## src/rtl/sh_pkg.sv

```systemverilog
// Shared SH internal-bus types and helpers: FSM state encoding, one-hot select
// and address window compare.
package sh_pkg;

  typedef enum logic [2:0] {
    IDLE,
    ACCESS,
    DONE,
    ERR,
    REL
  } IbusState_t;

  localparam int SH_MAX_SLV = 16;
  localparam int SH_MAX_AW  = 64;

  // Bit n of the one-hot code for idx; callers build a select vector bit by bit
  function automatic logic onehot(input logic [3:0] idx, input int n);
    return (int'(idx) == n);
  endfunction

  function automatic logic win_hit(input logic [SH_MAX_AW-1:0] a,
                                   input logic [SH_MAX_AW-1:0] base,
                                   input logic [SH_MAX_AW-1:0] mask);
    return ((a & mask) == (base & mask));
  endfunction

endpackage

```

## src/rtl/sh_ibus_fabric_if.sv

```systemverilog
// SH internal-bus signal bundle: master side, broadcast slave side and the
// external bus-release handshake.
interface sh_ibus_fabric_if #(
  parameter int NSLV = 8,
  parameter int AW   = 32,
  parameter int DW   = 32,
  localparam int BW  = DW / 8
);
  logic [AW-1:0]      M_A;
  logic [DW-1:0]      M_DI;
  logic [DW-1:0]      M_DO;
  logic [BW-1:0]      M_BA;
  logic               M_WE;
  logic               M_REQ;
  logic               M_LOCK;
  logic               M_BUSY;
  logic               M_ERR;
  logic [NSLV-1:0]    S_SEL;
  logic [AW-1:0]      S_A;
  logic [DW-1:0]      S_DO;
  logic [BW-1:0]      S_BA;
  logic               S_WE;
  logic               S_REQ;
  logic [NSLV*DW-1:0] S_DI;
  logic [NSLV-1:0]    S_ACK;
  logic               BREQ_N;
  logic               BACK_N;
  logic               RLS;

  modport fabric (
    input  M_A, M_DI, M_BA, M_WE, M_REQ, M_LOCK, S_DI, S_ACK, BREQ_N,
    output M_DO, M_BUSY, M_ERR, S_SEL, S_A, S_DO, S_BA, S_WE, S_REQ, BACK_N, RLS
  );

  modport master (
    output M_A, M_DI, M_BA, M_WE, M_REQ, M_LOCK,
    input  M_DO, M_BUSY, M_ERR
  );

  modport slave (
    input  S_SEL, S_A, S_DO, S_BA, S_WE, S_REQ,
    output S_DI, S_ACK
  );

  modport ext (
    output BREQ_N,
    input  BACK_N, RLS
  );

endinterface

```

## src/rtl/sh_ibus_decode.sv

```systemverilog
// Combinational address-window decoder: per-slave hit vector, any-hit flag and
// lowest hitting index (lowest index wins on overlapping windows).
module sh_ibus_decode
  import sh_pkg::*;
#(
  parameter int                 NSLV     = 8,
  parameter int                 AW       = 32,
  parameter logic [NSLV*AW-1:0] SLV_BASE = '0,
  parameter logic [NSLV*AW-1:0] SLV_MASK = '0,
  localparam int                IW       = (NSLV > 1) ? $clog2(NSLV) : 1
) (
  input  logic [AW-1:0]   addr,
  output logic [NSLV-1:0] hit,
  output logic            any_hit,
  output logic [IW-1:0]   low_idx
);

  always_comb begin
    logic [SH_MAX_AW-1:0] a_ext;
    logic [SH_MAX_AW-1:0] b_ext;
    logic [SH_MAX_AW-1:0] m_ext;
    hit     = '0;
    low_idx = '0;
    a_ext   = '0;
    b_ext   = '0;
    m_ext   = '0;
    a_ext[AW-1:0] = addr;
    for (int i = 0; i < NSLV; i++) begin
      b_ext[AW-1:0] = SLV_BASE[i*AW +: AW];
      m_ext[AW-1:0] = SLV_MASK[i*AW +: AW];
      hit[i] = win_hit(a_ext, b_ext, m_ext);
    end
    // Descending scan so the lowest hitting index is written last
    for (int i = NSLV - 1; i >= 0; i--) begin
      if (hit[i]) low_idx = IW'(i);
    end
    any_hit = |hit;
  end

endmodule

```

## src/rtl/sh_ibus_fabric.sv

```systemverilog
// SH internal-bus interconnect: window decode over NSLV slaves, ready handshake,
// timeout/error completion, lock and external bus-release grant.
module sh_ibus_fabric
  import sh_pkg::*;
#(
  parameter int                 NSLV     = 8,
  parameter int                 AW       = 32,
  parameter int                 DW       = 32,
  parameter logic [NSLV*AW-1:0] SLV_BASE = '0,
  parameter logic [NSLV*AW-1:0] SLV_MASK = '0,
  parameter int                 TO_CYC   = 255
) (
  input  logic           CLK,
  input  logic           RST_N,
  input  logic           CE_R,
  sh_ibus_fabric_if.fabric bus
);

  localparam int IW = (NSLV > 1) ? $clog2(NSLV) : 1;
  localparam int CW = $clog2(TO_CYC + 1);

  IbusState_t      state, state_nx;
  logic [IW-1:0]   sel_q;
  logic [IW-1:0]   dec_idx;
  logic [NSLV-1:0] dec_hit;
  logic            dec_any;
  logic [CW-1:0]   to_cnt;
  logic            req_hit, req_miss, ack_sel, to_hit;

  sh_ibus_decode #(
    .NSLV     (NSLV),
    .AW       (AW),
    .SLV_BASE (SLV_BASE),
    .SLV_MASK (SLV_MASK)
  ) u_decode (
    .addr    (bus.M_A),
    .hit     (dec_hit),
    .any_hit (dec_any),
    .low_idx (dec_idx)
  );

  assign req_hit  = bus.M_REQ && dec_any;
  assign req_miss = bus.M_REQ && (dec_hit == '0);
  assign ack_sel  = bus.S_ACK[sel_q];
  assign to_hit   = (to_cnt == CW'(TO_CYC - 1));

  always_ff @(posedge CLK or negedge RST_N) begin
    if (!RST_N)    state <= IDLE;
    else if (CE_R) state <= state_nx;
  end

  always_comb begin
    state_nx    = state;
    bus.M_BUSY  = bus.M_REQ && (state != DONE) && (state != ERR);
    bus.M_ERR   = (state == ERR);
    bus.S_REQ   = (state == ACCESS);
    bus.BACK_N  = (state != REL);
    bus.RLS     = (state == REL);
    for (int i = 0; i < NSLV; i++) begin
      bus.S_SEL[i] = (state == ACCESS) && onehot(4'(sel_q), i);
    end
    unique case (state)
      IDLE: begin
        // Release has priority over a pending access unless the master holds lock
        if (!bus.BREQ_N && !bus.M_LOCK) state_nx = REL;
        else if (req_hit)               state_nx = ACCESS;
        else if (req_miss)              state_nx = ERR;
      end
      ACCESS: begin
        if (ack_sel)     state_nx = DONE;
        else if (to_hit) state_nx = ERR;
      end
      DONE:    state_nx = IDLE;
      ERR:     state_nx = IDLE;
      REL:     if (bus.BREQ_N) state_nx = IDLE;
      default: state_nx = IDLE;
    endcase
  end

  // Access capture at ACCESS entry, timeout count and read-data return
  always_ff @(posedge CLK or negedge RST_N) begin
    if (!RST_N) begin
      sel_q    <= '0;
      to_cnt   <= '0;
      bus.M_DO <= '0;
      bus.S_A  <= '0;
      bus.S_DO <= '0;
      bus.S_BA <= '0;
      bus.S_WE <= 1'b0;
    end else if (CE_R) begin
      if (state == IDLE && state_nx == ACCESS) begin
        sel_q    <= dec_idx;
        to_cnt   <= '0;
        bus.S_A  <= bus.M_A;
        bus.S_DO <= bus.M_DI;
        bus.S_BA <= bus.M_BA;
        bus.S_WE <= bus.M_WE;
      end else if (state == ACCESS && to_cnt != CW'(TO_CYC)) begin
        to_cnt <= to_cnt + 1'b1;
      end
      if (state == ACCESS && ack_sel && !bus.S_WE) begin
        bus.M_DO <= bus.S_DI[sel_q*DW +: DW];
      end else if (state_nx == ERR) begin
        bus.M_DO <= '0;
      end
    end
  end

endmodule

```

## src/flat_wrapper.sv

```systemverilog
// flat-port wrapper written by rule: the top's interface ports become plain ports
module sh_ibus_fabric_flat import sh_pkg::*;
#(
  parameter int                 NSLV     = 8,
  parameter int                 AW       = 32,
  parameter int                 DW       = 32,
  parameter logic [NSLV*AW-1:0] SLV_BASE = '0,
  parameter logic [NSLV*AW-1:0] SLV_MASK = '0,
  parameter int                 TO_CYC   = 255
)
  (CLK, RST_N, CE_R, bus_M_A, bus_M_DI, bus_M_BA, bus_M_WE, bus_M_REQ, bus_M_LOCK, bus_S_DI, bus_S_ACK, bus_BREQ_N, bus_M_DO, bus_M_BUSY, bus_M_ERR, bus_S_SEL, bus_S_A, bus_S_DO, bus_S_BA, bus_S_WE, bus_S_REQ, bus_BACK_N, bus_RLS);
  sh_ibus_fabric_if #(.NSLV(NSLV), .AW(AW), .DW(DW)) bus_i ();
  input  logic CLK;
  input  logic RST_N;
  input  logic CE_R;
  input wire logic [$bits(bus_i.M_A)-1:0] bus_M_A;
  input wire logic [$bits(bus_i.M_DI)-1:0] bus_M_DI;
  input wire logic [$bits(bus_i.M_BA)-1:0] bus_M_BA;
  input wire logic [$bits(bus_i.M_WE)-1:0] bus_M_WE;
  input wire logic [$bits(bus_i.M_REQ)-1:0] bus_M_REQ;
  input wire logic [$bits(bus_i.M_LOCK)-1:0] bus_M_LOCK;
  input wire logic [$bits(bus_i.S_DI)-1:0] bus_S_DI;
  input wire logic [$bits(bus_i.S_ACK)-1:0] bus_S_ACK;
  input wire logic [$bits(bus_i.BREQ_N)-1:0] bus_BREQ_N;
  output wire logic [$bits(bus_i.M_DO)-1:0] bus_M_DO;
  output wire logic [$bits(bus_i.M_BUSY)-1:0] bus_M_BUSY;
  output wire logic [$bits(bus_i.M_ERR)-1:0] bus_M_ERR;
  output wire logic [$bits(bus_i.S_SEL)-1:0] bus_S_SEL;
  output wire logic [$bits(bus_i.S_A)-1:0] bus_S_A;
  output wire logic [$bits(bus_i.S_DO)-1:0] bus_S_DO;
  output wire logic [$bits(bus_i.S_BA)-1:0] bus_S_BA;
  output wire logic [$bits(bus_i.S_WE)-1:0] bus_S_WE;
  output wire logic [$bits(bus_i.S_REQ)-1:0] bus_S_REQ;
  output wire logic [$bits(bus_i.BACK_N)-1:0] bus_BACK_N;
  output wire logic [$bits(bus_i.RLS)-1:0] bus_RLS;
  assign bus_i.M_A = bus_M_A;
  assign bus_i.M_DI = bus_M_DI;
  assign bus_i.M_BA = bus_M_BA;
  assign bus_i.M_WE = bus_M_WE;
  assign bus_i.M_REQ = bus_M_REQ;
  assign bus_i.M_LOCK = bus_M_LOCK;
  assign bus_i.S_DI = bus_S_DI;
  assign bus_i.S_ACK = bus_S_ACK;
  assign bus_i.BREQ_N = bus_BREQ_N;
  assign bus_M_DO = bus_i.M_DO;
  assign bus_M_BUSY = bus_i.M_BUSY;
  assign bus_M_ERR = bus_i.M_ERR;
  assign bus_S_SEL = bus_i.S_SEL;
  assign bus_S_A = bus_i.S_A;
  assign bus_S_DO = bus_i.S_DO;
  assign bus_S_BA = bus_i.S_BA;
  assign bus_S_WE = bus_i.S_WE;
  assign bus_S_REQ = bus_i.S_REQ;
  assign bus_BACK_N = bus_i.BACK_N;
  assign bus_RLS = bus_i.RLS;
  sh_ibus_fabric #(.NSLV(NSLV), .AW(AW), .DW(DW), .SLV_BASE(SLV_BASE), .SLV_MASK(SLV_MASK), .TO_CYC(TO_CYC)) u_core (.CLK(CLK), .RST_N(RST_N), .CE_R(CE_R), .bus(bus_i));
endmodule
```

## config.mk

```make
export PLATFORM = sky130hd
export DESIGN_NAME = sh_ibus_fabric_flat
export DESIGN_NICKNAME = d
export VERILOG_FILES = /design/src/rtl/sh_pkg.sv /design/src/rtl/sh_ibus_fabric_if.sv /design/src/rtl/sh_ibus_decode.sv /design/src/rtl/sh_ibus_fabric.sv /design/src/flat_wrapper.sv
export SDC_FILE = /design/constraint.sdc
export NUM_CORES = 1
export LEC_CHECK = 0
export BUFFER_PORTS_ARGS = -buffer_cell sky130_fd_sc_hd__buf_2
export CORE_AREA = 10 10 166 168
export CTS_CLUSTER_SIZE = 8
export DETAILED_ROUTE_END_ITERATION = 8
export DIE_AREA = 0 0 176 178
export GPL_TIMING_DRIVEN = 0
export PLACE_DENSITY = 0.49
export REMOVE_ABC_BUFFERS = 1
export SYNTH_ARGS = -nofsm -noshare
export SYNTH_HDL_FRONTEND = slang
export SYNTH_SLANG_ARGS = --single-unit
export TNS_END_PERCENT = 10
```

## constraint.sdc

```tcl
create_clock -name CLK -period 1.65 [get_ports CLK]
set_input_delay 0.33 -clock CLK [delete_from_list [all_inputs] [get_ports CLK]]
set_output_delay 0.33 -clock CLK [all_outputs]
set_load 0.05 [all_outputs]
```

==> metrics.csv <==
metric,value,unit
Synth top area share,60.82,%
final wirelength,16330,um
Yosys top cell by area,dfrtp_1,
CTS Buffer Depth,2,
Final setup viols,109,
violated checks,negative setup slack,
max_slew headroom,62.88,%
crit share post-route,109.1,%
Die Area,31330,um2
WL per Instance,18.85,um
CP required,1.89,ns
fin crit period,1.799,ns
Slew @ Worst Pin,0.5555,ns
final core occ,28.45,%
all-layer global routing usage,9.716,%
Hold WC Path Type,in2reg,
DR pass1 iterations,4,
Post-synth EDFFs,0,
Yosys cell types,39,
warnings from Yosys,0,
FF-to-FF setup slack,-0.15,ns
vias in the first global route,3603,
Area Overhead vs Synth,48.85,%
CP Class,reg2reg,
total power,0.01416,W
clock share of power,17.4,%
Seq pwr share,31.5,%
H-tree lvl count,3,
synthesized area per cell,15.46,um2
Max VDD drop,0.8564,mV
mapped cell area,4608,um2
"Cell Chain, Critical Path",nor4b_4 -> o211ai_4 -> buf_8 -> buf_12 -> mux2_4,
Die Wd,176,um
Starting Density,19.12,%
I/O pin count,453,
Overflow after GRT,0,
clk sink count,112,
final hold vios,0,
Pint,0.007223,W
Max Clock Skew,0.01166,ns
Peak Freq,555.7,MHz
max-slew violation count,0,
setup ws final,-0.1494,ns
row cnt,57,
CTS clock-pin slew for the worst setup and hold paths,0.08,ns
Worst setup SP type,flop,
DIE HEIGHT,178,um
PwrDens,2065,nW/um2
share of layout cells above drive strength 1,64.56,%
crit-path max FO,6,
input/output buffers,214,
status,"finished, violations left",
initial antenna violation count,4,
RSZ-0062 raised after global routing,yes,
first-pass GRT wire length,23150,um
Comb pwr share,51.1,%
Switching Fraction,48.99,%
CP arrival,2.04,ns
TritonCTS clock tree,built,
Synth Instances,298,
register area share after synthesis,60.82,%
final net count,875,
Psw,0.006938,W
post-route ant nets,0,
clk root buf,clkbuf_16,
DRC errors left,0,
CP max stage delay,0.44,ns
Clock Latency Late Sink,0.35,ns
final hold slack,0.1924,ns
DR iter-0 viols,124,
setup TNS,-9.780,ns
pin count of the biggest net entering global routing,78,
Placer Congestion,0.7148,
max-cap violations,0,
post-synthesis async set-or-reset flop share,100.0,%
total core area,24110,um2
Area contributors post-synth,"dfrtp_1 61%, mux2_4 9.8%, mux2_2 9.0%",
vias,3364,
Num CTS Buffers,9,
DR vias/cell,3.885,
Leakage Power,3.471,nW
CP Capture Type,flop,
slowest CP cell,dfrtp_2,
Final HPWL DP,11290,um
synthesized flop and latch total,112,
Synth Flop Type,dfrtp_1,
==> what timing repair did <==
action / 4_1_cts / 5_1_grt
pin swaps: 7 / 8
hold buffers: 1 / 0
setup buffers: 11 / 3
setup endpoints to repair: 112 / 115
gates cloned: 3 / 6
resized for setup: 33 / 12
hold endpoints to repair: 35 / 0
==> Yosys cell counts (all sizes together), types with 2 or more instances <==
library cell    n
dfrtp         112
mux2           70
a22o           32
buf            24
nand2           8
a21oi           5
inv             5
nand3           5
o21ai           5
o211ai          3
a31oi           2
and2            2
ha              2
mux2i           2
nor2            2
nor3b           2
o21a            2
o31ai           2
==> per-layer routing <==
metal / vias to the layer above / track usage (%) / part of all wire (%)
met1: 1674 / 11.84 / 43
met2: 109 / 15.31 / 48
li1: 1565 / - / -
met4: 2 / 3.603 / 1.6
met3: 14 / 3.721 / 6.9
met5: - / 0 / 0.080
==> layout by cell type, fill, tap and decap left out, types with 7 or more instances in the layout <==
master     netlist  layout
buf_4            8       9
nand2_1          8       8
a22o_1          32      32
buf_2            8     207
conb_1           1       7
dfrtp_1        112     108
mux2_4          30      33
clkbuf_16        0      12
mux2_2          37      37
buf_6            8      10
==> final timing paths <==
kind                       depth (start not counted)                            start                               to
min in group asynchronous                          2                            RST_N  u_core.bus.M_DO[14]$_DFFE_PN0P_
hold / removal                                     2                      bus_S_DI[1]   u_core.bus.M_DO[1]$_DFFE_PN0P_
max in group asynchronous                          3                            RST_N      u_core.state[2]$_DFFE_PN0P_
hold reg to reg                                    1  u_core.bus.M_DO[11]$_DFFE_PN0P_  u_core.bus.M_DO[11]$_DFFE_PN0P_
setup reg to reg                                   5      u_core.state[0]$_DFFE_PN0P_   u_core.bus.S_A[27]$_DFFE_PN0P_
setup / recovery                                   5      u_core.state[0]$_DFFE_PN0P_   u_core.bus.S_A[27]$_DFFE_PN0P_
==> logic make-up after synthesis <==
group,synth area share (%)
buffers and inverters,4.535
flip-flops,60.82
adder cells (fa/ha/maj),0.5429
multiplexers,19.98
other,0.08138
AND/OR/NAND/NOR,4.318
AO/OA/AOI/OAI,9.720
==> area by class of cell <==
type | count | area, um2
fill | 2579 | 17250
sequential | 112 | 2808
multi-input combinational | 166 | 1765
timing repair buffer | 240 | 1526
tap | 324 | 405.4
clock buffer | 9 | 225.2
clock inverter | 7 | 102.6
inverter | 5 | 18.77
antenna | 3 | 7.507
==> critical path, delay by kind of cell (launching register included) <==
kind                   cells  cell delay [ns]
AO/OA/AOI/OAI              1             0.21
buffers and inverters      2             0.36
flip-flops                 1             0.44
multiplexers               1             0.29
AND/OR/NAND/NOR            1             0.38
==> state kept, by name, indices dropped and copies added, names as in the netlist <==
signal and flops:
u_core.bus.M_DO 32, u_core.bus.S_A 32, u_core.bus.S_DO 32, u_core.to_cnt 8
u_core.bus.S_BA 4, u_core.state 3, u_core.bus.S_WE 1
==> metrics by stage <==
step / worst slack, ns / std cells / instance area (um2)
after floorplan: -1.773 / 280 / 4441
after global placement: -3.363 / 818 / 5917
after detailed placement: -0.5435 / 823 / 6048
after CTS: -0.1586 / 854 / 6661
after global routing: -0.2095 / 864 / 6854
final: -0.1494 / 866 / 6859
==> power by group through the flow <==
| stage | logic, W | registers [W] | clock network, W |
|---|---|---|---|
| after floorplan | 0.00141 | 0.00825 | 0 |
| after global placement | 0.00706 | 0.00447 | 0 |
| after detailed placement | 0.00709 | 0.00450 | 0 |
| after CTS | 0.00727 | 0.00447 | 0.00258 |
| after global routing | 0.00756 | 0.00463 | 0.00268 |
| final | 0.00724 | 0.00447 | 0.00246 |
(Power assumes the default switching activity.)
